## config.mk

```make
export PLATFORM = sky130hd
export DESIGN_NAME = leaf_node_interface
export DESIGN_NICKNAME = d
export VERILOG_FILES = /design/src/rtl/leaf_node_interface.sv
export SDC_FILE = /design/constraint.sdc
export NUM_CORES = 1
export LEC_CHECK = 0
export ABC_AREA = 1
export CAP_MARGIN = 25
export CORE_AREA = 2 2 445 359
export CTS_CLUSTER_SIZE = 25
export DETAILED_ROUTE_END_ITERATION = 8
export DIE_AREA = 0 0 447 361
export PLACE_DENSITY_LB_ADDON = 0.05
export SETUP_SLACK_MARGIN = 0.05
export SLEW_MARGIN = 20
export SYNTH_ARGS = -nofsm -noshare
export SYNTH_HDL_FRONTEND = slang
export SYNTH_SLANG_ARGS = --single-unit
```

## constraint.sdc

```tcl
create_clock -name clk -period 10.1 [get_ports clk]
set_input_delay 2.02 -clock clk [delete_from_list [all_inputs] [get_ports clk]]
set_output_delay 2.02 -clock clk [all_outputs]
set_load 0.005 [all_outputs]
```

## src/rtl/leaf_node_interface.sv

```systemverilog
// Leaf endpoint of the quadtree network.
// Buffers flits arriving from the parent router, applies writes and read
// requests to a local register-file memory, and returns read responses
// upstream under credit-based flow control.
module leaf_node_interface #(
    parameter int ADDR_W      = 6,
    parameter int DATA_W      = 16,
    parameter int FLIT_W      = 2 + ADDR_W + DATA_W,
    parameter int BUF_DEPTH   = 4,
    parameter int CREDIT_INIT = 4
) (
    input  logic              clk,
    input  logic              rst,
    input  logic              in_data_valid,
    input  logic [FLIT_W-1:0] in_data,
    output logic              upstream_credit,
    output logic              out_data_valid,
    output logic [FLIT_W-1:0] out_data,
    input  logic              downstream_credit,
    output logic              err
);

    localparam int BUF_AW    = $clog2(BUF_DEPTH);
    localparam int PTR_W     = BUF_AW + 1;
    localparam int CNT_W     = $clog2(CREDIT_INIT + 1);
    localparam int MEM_DEPTH = 1 << ADDR_W;

    localparam logic [1:0] TYPE_WR   = 2'b01;
    localparam logic [1:0] TYPE_RD   = 2'b10;
    localparam logic [1:0] TYPE_RESP = 2'b11;

    typedef enum logic [1:0] {
        ST_IDLE = 2'b00,
        ST_RD   = 2'b01,
        ST_RESP = 2'b10
    } state_t;

    // Storage
    logic [FLIT_W-1:0] fifo_mem_r [BUF_DEPTH];
    logic [DATA_W-1:0] mem_r      [MEM_DEPTH];

    // Registered state
    logic [PTR_W-1:0]  wr_ptr_r;
    logic [PTR_W-1:0]  rd_ptr_r;
    state_t            state_r;
    logic [ADDR_W-1:0] addr_r;
    logic [CNT_W-1:0]  credit_cnt_r;
    logic              upstream_credit_r;
    logic              out_valid_r;
    logic [FLIT_W-1:0] out_data_r;
    logic              err_r;

    // Combinational helpers
    logic [PTR_W-1:0]  fill_s;
    logic              empty_s;
    logic              full_s;
    logic              push_s;
    logic              drop_s;
    logic [FLIT_W-1:0] head_s;
    logic [1:0]        head_type_s;
    logic [ADDR_W-1:0] head_addr_s;
    logic [DATA_W-1:0] head_data_s;
    logic              pop_s;
    logic              mem_we_s;
    logic              bad_type_s;
    logic              send_s;
    logic [CNT_W-1:0]  credit_next_s;
    logic              credit_ovf_s;
    state_t            state_next_s;
    logic              valid_next_s;

    // Fullness is judged before any same-cycle pop, so a push into a full
    // FIFO is dropped even when the head leaves in that cycle.
    assign fill_s      = wr_ptr_r - rd_ptr_r;
    assign empty_s     = (fill_s == {PTR_W{1'b0}});
    assign full_s      = (fill_s == PTR_W'(BUF_DEPTH));
    assign push_s      = in_data_valid & ~full_s;
    assign drop_s      = in_data_valid & full_s;

    assign head_s      = fifo_mem_r[rd_ptr_r[BUF_AW-1:0]];
    assign head_type_s = head_s[FLIT_W-1 -: 2];
    assign head_addr_s = head_s[DATA_W +: ADDR_W];
    assign head_data_s = head_s[DATA_W-1:0];

    // Only IDLE consumes flits, which keeps at most one read in flight.
    assign pop_s       = (state_r == ST_IDLE) & ~empty_s;
    assign mem_we_s    = pop_s & (head_type_s == TYPE_WR) & rst;
    assign bad_type_s  = pop_s & ((head_type_s == 2'b00) | (head_type_s == TYPE_RESP));

    // A response that is valid this cycle is accepted by the parent this cycle.
    assign send_s      = out_valid_r;

    // Credit counter update: send and return cancel; a surplus return saturates.
    always_comb begin
        credit_next_s = credit_cnt_r;
        credit_ovf_s  = 1'b0;
        case ({send_s, downstream_credit})
            2'b10: begin
                credit_next_s = credit_cnt_r - CNT_W'(1);
            end
            2'b01: begin
                if (credit_cnt_r == CNT_W'(CREDIT_INIT)) begin
                    credit_ovf_s = 1'b1;
                end else begin
                    credit_next_s = credit_cnt_r + CNT_W'(1);
                end
            end
            default: begin
                credit_next_s = credit_cnt_r;
            end
        endcase
    end

    // Main FSM next state: IDLE pops, RD reads memory, RESP waits for credit.
    always_comb begin
        state_next_s = state_r;
        case (state_r)
            ST_IDLE: begin
                if (pop_s && (head_type_s == TYPE_RD)) begin
                    state_next_s = ST_RD;
                end else begin
                    state_next_s = ST_IDLE;
                end
            end
            ST_RD: begin
                state_next_s = ST_RESP;
            end
            ST_RESP: begin
                if (send_s) begin
                    state_next_s = ST_IDLE;
                end else begin
                    state_next_s = ST_RESP;
                end
            end
            default: begin
                state_next_s = ST_IDLE;
            end
        endcase
    end

    // Valid is registered from next-cycle state and credit so a returned
    // credit in one cycle releases a stalled response in the following one.
    assign valid_next_s = (state_next_s == ST_RESP) && (credit_next_s != {CNT_W{1'b0}});

    // Input FIFO storage; contents need no reset because the pointers gate them.
    always_ff @(posedge clk) begin
        if (push_s) begin
            fifo_mem_r[wr_ptr_r[BUF_AW-1:0]] <= in_data;
        end
    end

    // Local register-file memory, deliberately preserved across reset.
    always_ff @(posedge clk) begin
        if (mem_we_s) begin
            mem_r[head_addr_s] <= head_data_s;
        end
    end

    // FIFO pointers.
    always_ff @(posedge clk) begin
        if (!rst) begin
            wr_ptr_r <= {PTR_W{1'b0}};
            rd_ptr_r <= {PTR_W{1'b0}};
        end else begin
            if (push_s) begin
                wr_ptr_r <= wr_ptr_r + PTR_W'(1);
            end
            if (pop_s) begin
                rd_ptr_r <= rd_ptr_r + PTR_W'(1);
            end
        end
    end

    // FSM state register and latched read address.
    always_ff @(posedge clk) begin
        if (!rst) begin
            state_r <= ST_IDLE;
            addr_r  <= {ADDR_W{1'b0}};
        end else begin
            state_r <= state_next_s;
            if (pop_s && (head_type_s == TYPE_RD)) begin
                addr_r <= head_addr_s;
            end
        end
    end

    // Response path: memory read in RD lands directly in the output register
    // and is held unchanged for as long as RESP stalls.
    always_ff @(posedge clk) begin
        if (!rst) begin
            out_data_r  <= {FLIT_W{1'b0}};
            out_valid_r <= 1'b0;
        end else begin
            if (state_r == ST_RD) begin
                out_data_r <= {TYPE_RESP, addr_r, mem_r[addr_r]};
            end
            out_valid_r <= valid_next_s;
        end
    end

    // Transmit credits, upstream credit pulse and sticky error flag.
    always_ff @(posedge clk) begin
        if (!rst) begin
            credit_cnt_r      <= CNT_W'(CREDIT_INIT);
            upstream_credit_r <= 1'b0;
            err_r             <= 1'b0;
        end else begin
            credit_cnt_r      <= credit_next_s;
            upstream_credit_r <= pop_s;
            err_r             <= err_r | drop_s | bad_type_s | credit_ovf_s;
        end
    end

    assign upstream_credit = upstream_credit_r;
    assign out_data_valid  = out_valid_r;
    assign out_data        = out_data_r;
    assign err             = err_r;

endmodule
```

# [Yosys cells after proc, flatten, opt, wreduce, memory -nomap -nowiden]
# Memory sizes are Yosys's and may differ from the RTL's. A register that Yosys moved wholly into a read port is not among the register bits.
# Index checks and enable logic that the tools add are counted.
[word_totals] memories=2 regBits=43 inputBits=28 wordCells=58 ram_bits=1120
[classes] n_reduce_logical=7 eq_ne=10 mux=13 bitwise=12 n_addsub=5
[memory_table] name="mem_r" words=64 width=16 read_ports=1 rd_ports_with_merged_regs=1 write_ports=1 line="40" text="logic [DATA_W-1:0] mem_r [MEM_DEPTH];"
[memory_table] name="fifo_mem_r" words=4 width=24 read_ports=1 rd_ports_with_merged_regs=1 write_ports=1 line="39" text="logic [FLIT_W-1:0] fifo_mem_r [BUF_DEPTH];"
[op_table] cell="2-bit equality test (second input constant)" n=5
[op_table] cell="3-bit by 1-bit adder with 3-bit output (second input constant)" n=3
[op_table] cell="1-bit 2-to-1 mux" n=7
[op_table] cell="1-bit AND" n=6
[op_table] cell="2-bit by 1-bit equality test with 1-bit output (second input constant)" n=3
[op_table] cell="3-bit equality test (second input constant)" n=2
[op_table] cell="2-bit 2-to-1 mux" n=3
[op_table] cell="2-bit one-hot mux with 3 select lines" n=1
[op_table] cell="3-bit one-hot mux with 2 select lines" n=1
[op_table] cell="2-bit zero test" n=2
[op_table] cell="1-bit OR" n=4
[op_table] cell="3-bit zero test" n=1
[op_table] cell="3-bit 2-to-1 mux" n=1
[op_table] cell="3-bit nonzero test" n=1
[op_table] cell="3-bit by 1-bit subtractor with 3-bit output (second input constant)" n=1
[op_table] cell="3-bit subtractor" n=1
[op_table] cell="1-bit logical AND" n=2
[op_table] cell="1-bit NOT" n=2
[op_table] cell="1-bit zero test" n=1

# [Logic depth before layout (Yosys ltp)]
[depth] depth_word=9 mapped_depth=14 ltp_nobuf=11

# [Worst setup path after synthesis]
# Ideal clock, no wire load.
[synth_timing] path_type="input port to flip-flop" start="in in_data_valid" end="mem fifo_mem_r[3][0] in the netlist's numbering, enable pin" stages=2 arrival_ns=3.241 n_path_buf=0 t_required_ns=9.694 path_slack_ns=6.452 setup_time_ns=0.406 path_cell_list="nand2_1 -> nor2_1"
[synth_via] elab_chain_len=3
[synth_rtl] element="from (decl)" line="14" text="input logic in_data_valid,"
[synth_rtl] element="1-bit AND" line="77" text="assign push_s = in_data_valid & ~full_s;"
[synth_rtl] element="1-bit 2-to-1 mux" line="147" text="if (push_s) begin"
[synth_rtl] element="1-bit 2-to-1 mux (not written as such)" line="148" text="fifo_mem_r[wr_ptr_r[BUF_AW-1:0]] <= in_data;"
[synth_rtl] element="to (decl)" line="39"
# Every way passes these cells.

# [Worst setup path after layout]
[layout_timing] start="in rst" end="mem mem_r[51][1], enable pin"
[layout_via] elab_chain_len=3
[layout_rtl] element="from (decl)" line="13" text="input logic rst,"
[layout_rtl] element="1-bit AND" line="87" text="assign mem_we_s = pop_s & (head_type_s == TYPE_WR) & rst;"
[layout_rtl] element="1-bit 2-to-1 mux" line="154" text="if (mem_we_s) begin"
[layout_rtl] element="1-bit 2-to-1 mux (not written as such)" line="155" text="mem_r[head_addr_s] <= head_data_s;"
[layout_rtl] element="to (decl)" line="40"
# Every way passes these cells.

==> results_dict.tcl <==
set metrics [dict create \
    status "completed" \
    synth_top_cell_area_share_pct 71.75 \
    yosys.area.top_type "edfxtp_1" \
    cts_buffer_depth 3 \
    cp_max_fo 17 \
    post-place-ws_ns 4.382 \
    die_area_um2 161400 \
    maxCapViolCount 0 \
    synth_fa_ha_area_share_pct 0.3737 \
    cp-start-kind "primary input" \
    cts_buffers 133 \
    worst_setup_path_end_kind "flop" \
    drt_first_pass_iters 6 \
    hold_violations 0 \
    detail_route.wl_per_cell_um 26.25 \
    yosysWarningCount 0 \
    synth_compound_area_share_pct 1.308 \
    static-leakage-power_nw 18.44 \
    path_clk_slew_ns 0.06 \
    drc 0 \
    port_buffers 54 \
    fmax_ghz 0.2059 \
    final_util_pct 34.46 \
    max-vdd-ir-drop_mv 0.2285 \
    worst_slack_ns 5.244 \
    ios 55 \
    ys_seq_area_share_pct 73.68 \
    synthFlopType "edfxtp_1" \
    areaGrowthSynthToFinish_pct 15.04 \
    synth_area_leaders "edfxtp_1 72%, nand3_1 10%, nand2_1 9.9%, dfxtp_1 1.9%, buf_2 1.6%" \
    syn_nets 3974 \
    postRouteAntennaNets 0 \
    clock-sinks 1165 \
    clk_latency_ns 0.78 \
    n_fill_cell 15650 \
    root_buffer "clkbuf_16" \
    crit_arrival_ns 5.33 \
    finClkSkew_ns 0.02153 \
    drtIter0Drc 2838 \
    rows 130 \
    synthXorXnorAreaFrac_pct 0.09076 \
    multi_input_area_um2 11290 \
    grt.overflow.total 0 \
    hp-class "reg -> reg" \
    via_per_inst 4.858 \
    drv_slew 0 \
    path_class "in -> reg" \
    num_vias 29960 \
    grt_max_degree 197 \
    p_per_area_nw_per_um2 333.0 \
    yosysMostFrequentCell "nand2_1" \
    syn-cell-area_um2 46870 \
    cts_resized 0 \
    fp.dieH_um 361 \
    tns_ns 0 \
    ys_seq_elements 1165 \
    synth_edf_count 1120 \
    grt_pass1_wl_um 227300 \
    finalWirelength_um 161900 \
    cts_hold_buffers 0 \
    seq_area_um2 34550 \
    slew_headroom_pct 34.19 \
    synth.mux.area_fraction_pct 0 \
    grt_antenna_before_repair 10 \
    cts_tree "done" \
    start_util_pct 29.95 \
    synth_top_family_by_area "simple AND/OR/NAND/NOR gates" \
    grtUsageTotal_pct 19.97 \
    final_nets 3994 \
    synthSimpleGateAreaFrac_pct 21.52 \
    synth.distinct_cells 36 \
    htreeDepth 4 \
    syn-instance-count 3932 \
    cp_data_required_time_ns 10.57 \
    place_area_um2 49870 \
    ys_async_sr_fraction_pct 0 \
    period_needed_ns 4.856 \
    syn_avg_cell_area_um2 11.92 \
    synth_common_cells "1230 x nand2_1, 1120 x edfxtp_1, 949 x nand3_1" \
    finalSetupViolations 0 \
    place_hpwl_um 94320 \
    worstMarginPinSlew_ns 0.9872 \
    design_area_um2 53920 \
    fin_crit_sh_pct 48.08 \
    drive_gt1_share_pct 8.539 \
    grt_pass1_vias 29190 \
    die_w_um 447 \
    core_area_um2 156500 \
    post_cts_buffers 0 \
    place_congestion 0.7686 \
    rsz0062_at_grt "false" \
]
## placed cells by master (no fill, tap or decap), types with 5 or more instances in the layout
| cell type | synthesis | final |
|---|---|---|
| o22ai_4 | 0 | 16 |
| nor2_1 | 147 | 88 |
| a32oi_1 | 7 | 7 |
| inv_6 | 0 | 8 |
| bufinv_16 | 0 | 5 |
| nand2_1 | 1230 | 1230 |
| nand3_1 | 949 | 949 |
| clkdlybuf4s50_1 | 0 | 54 |
| o21ai_0 | 46 | 46 |
| a21oi_1 | 29 | 29 |
| dfxtp_1 | 45 | 41 |
| clkinv_1 | 1 | 24 |
| edfxtp_1 | 1120 | 1120 |
| ha_1 | 14 | 14 |
| nor2_2 | 2 | 60 |
| clkbuf_16 | 0 | 138 |
| buf_4 | 24 | 74 |
| inv_1 | 51 | 49 |
| clkbuf_1 | 55 | 46 |
| clkinv_2 | 0 | 10 |
## worst paths after layout
kind,startpoint,end,slack (ns),depth (start not counted)
max reg2reg,flop,mem_r[58][4]$_DFFE_PP_,5.64,9
min reg2reg,wr_ptr_r[2]$_SDFFE_PN0P_,wr_ptr_r[2]$_SDFFE_PN0P_,0.50,1
max,rst,mem_r[51][1]$_DFFE_PP_,5.24,7
min,wr_ptr_r[2]$_SDFFE_PN0P_,wr_ptr_r[2]$_SDFFE_PN0P_,0.50,1
## area by class of cell
type                            count  area share (%)
Antenna cell                        3         0.01392
Clock buffer                      184           6.725
Sequential cell                  1165           64.07
Timing Repair Buffer              130           2.121
Multi-Input combinational cell   2465           20.93
Clock inverter                     51          0.7797
Tap cell                         2112           4.901
Inverter                           57          0.4548
## flip-flops by register name, indices dropped and copies added (netlist names), named ones only
register	flops
mem_r	1024
wr_ptr_r	3
credit_cnt_r	3
fifo_mem_r	96
state_r	2
err	1
out_data_valid	1
rd_ptr_r	3
out_data	23
upstream_credit	1
addr_r	6
## metal layers
layer	up-vias	wire length, µm	global-route usage (%)	share of wire (%)
met5	-	25	0	0.015
met4	4	3415	5.319	2.1
met3	163	8132	3.296	5.0
met2	737	68350	28.21	42
met1	15100	81950	31.24	51
li1	13960	-	-	-
## worst max-delay path: stages
cell	delay (ns)
clkdlybuf4s50_1	0.78
inv_1	0.37
buf_4	0.33
nor2_8	0.27
nand2_2	0.49
nor2_1	0.70
buf_4	0.31
## metrics by stage
step | cells | hold slack, ns | power [mW]
3_3_place_gp | 5928 | 0.4981 | 13.57
6_report | 6167 | 0.4986 | 17.96
4_1_cts | 6164 | 0.5184 | 18.21
5_1_grt | 6164 | 0.5394 | 18.85
3_5_place_dp | 5929 | 0.5088 | 13.54
2_1_floorplan | 3932 | 0.4622 | 10.03
## power by group
| part | switching (mW) | internal (mW) |
|---|---|---|
| combinational | 5.39 | 1.34 |
| sequential | 0.203 | 6.40 |
| clock | 1.99 | 2.64 |
| total | 7.58 | 10.4 |
## cells by family (layout without fill, tap and decap cells)
| group | Yosys count | count (layout) |
|---|---|---|
| flip-flops | 1165 | 1165 |
| XOR/XNOR | 4 | 4 |
| other | 0 | 3 |
| AND/OR/NAND/NOR | 2342 | 2342 |
| buffers and inverters | 302 | 422 |
| adder cells (fa/ha/maj) | 14 | 14 |
| AO/OA/AOI/OAI | 105 | 105 |
Power figures use the tool's default switching activity.
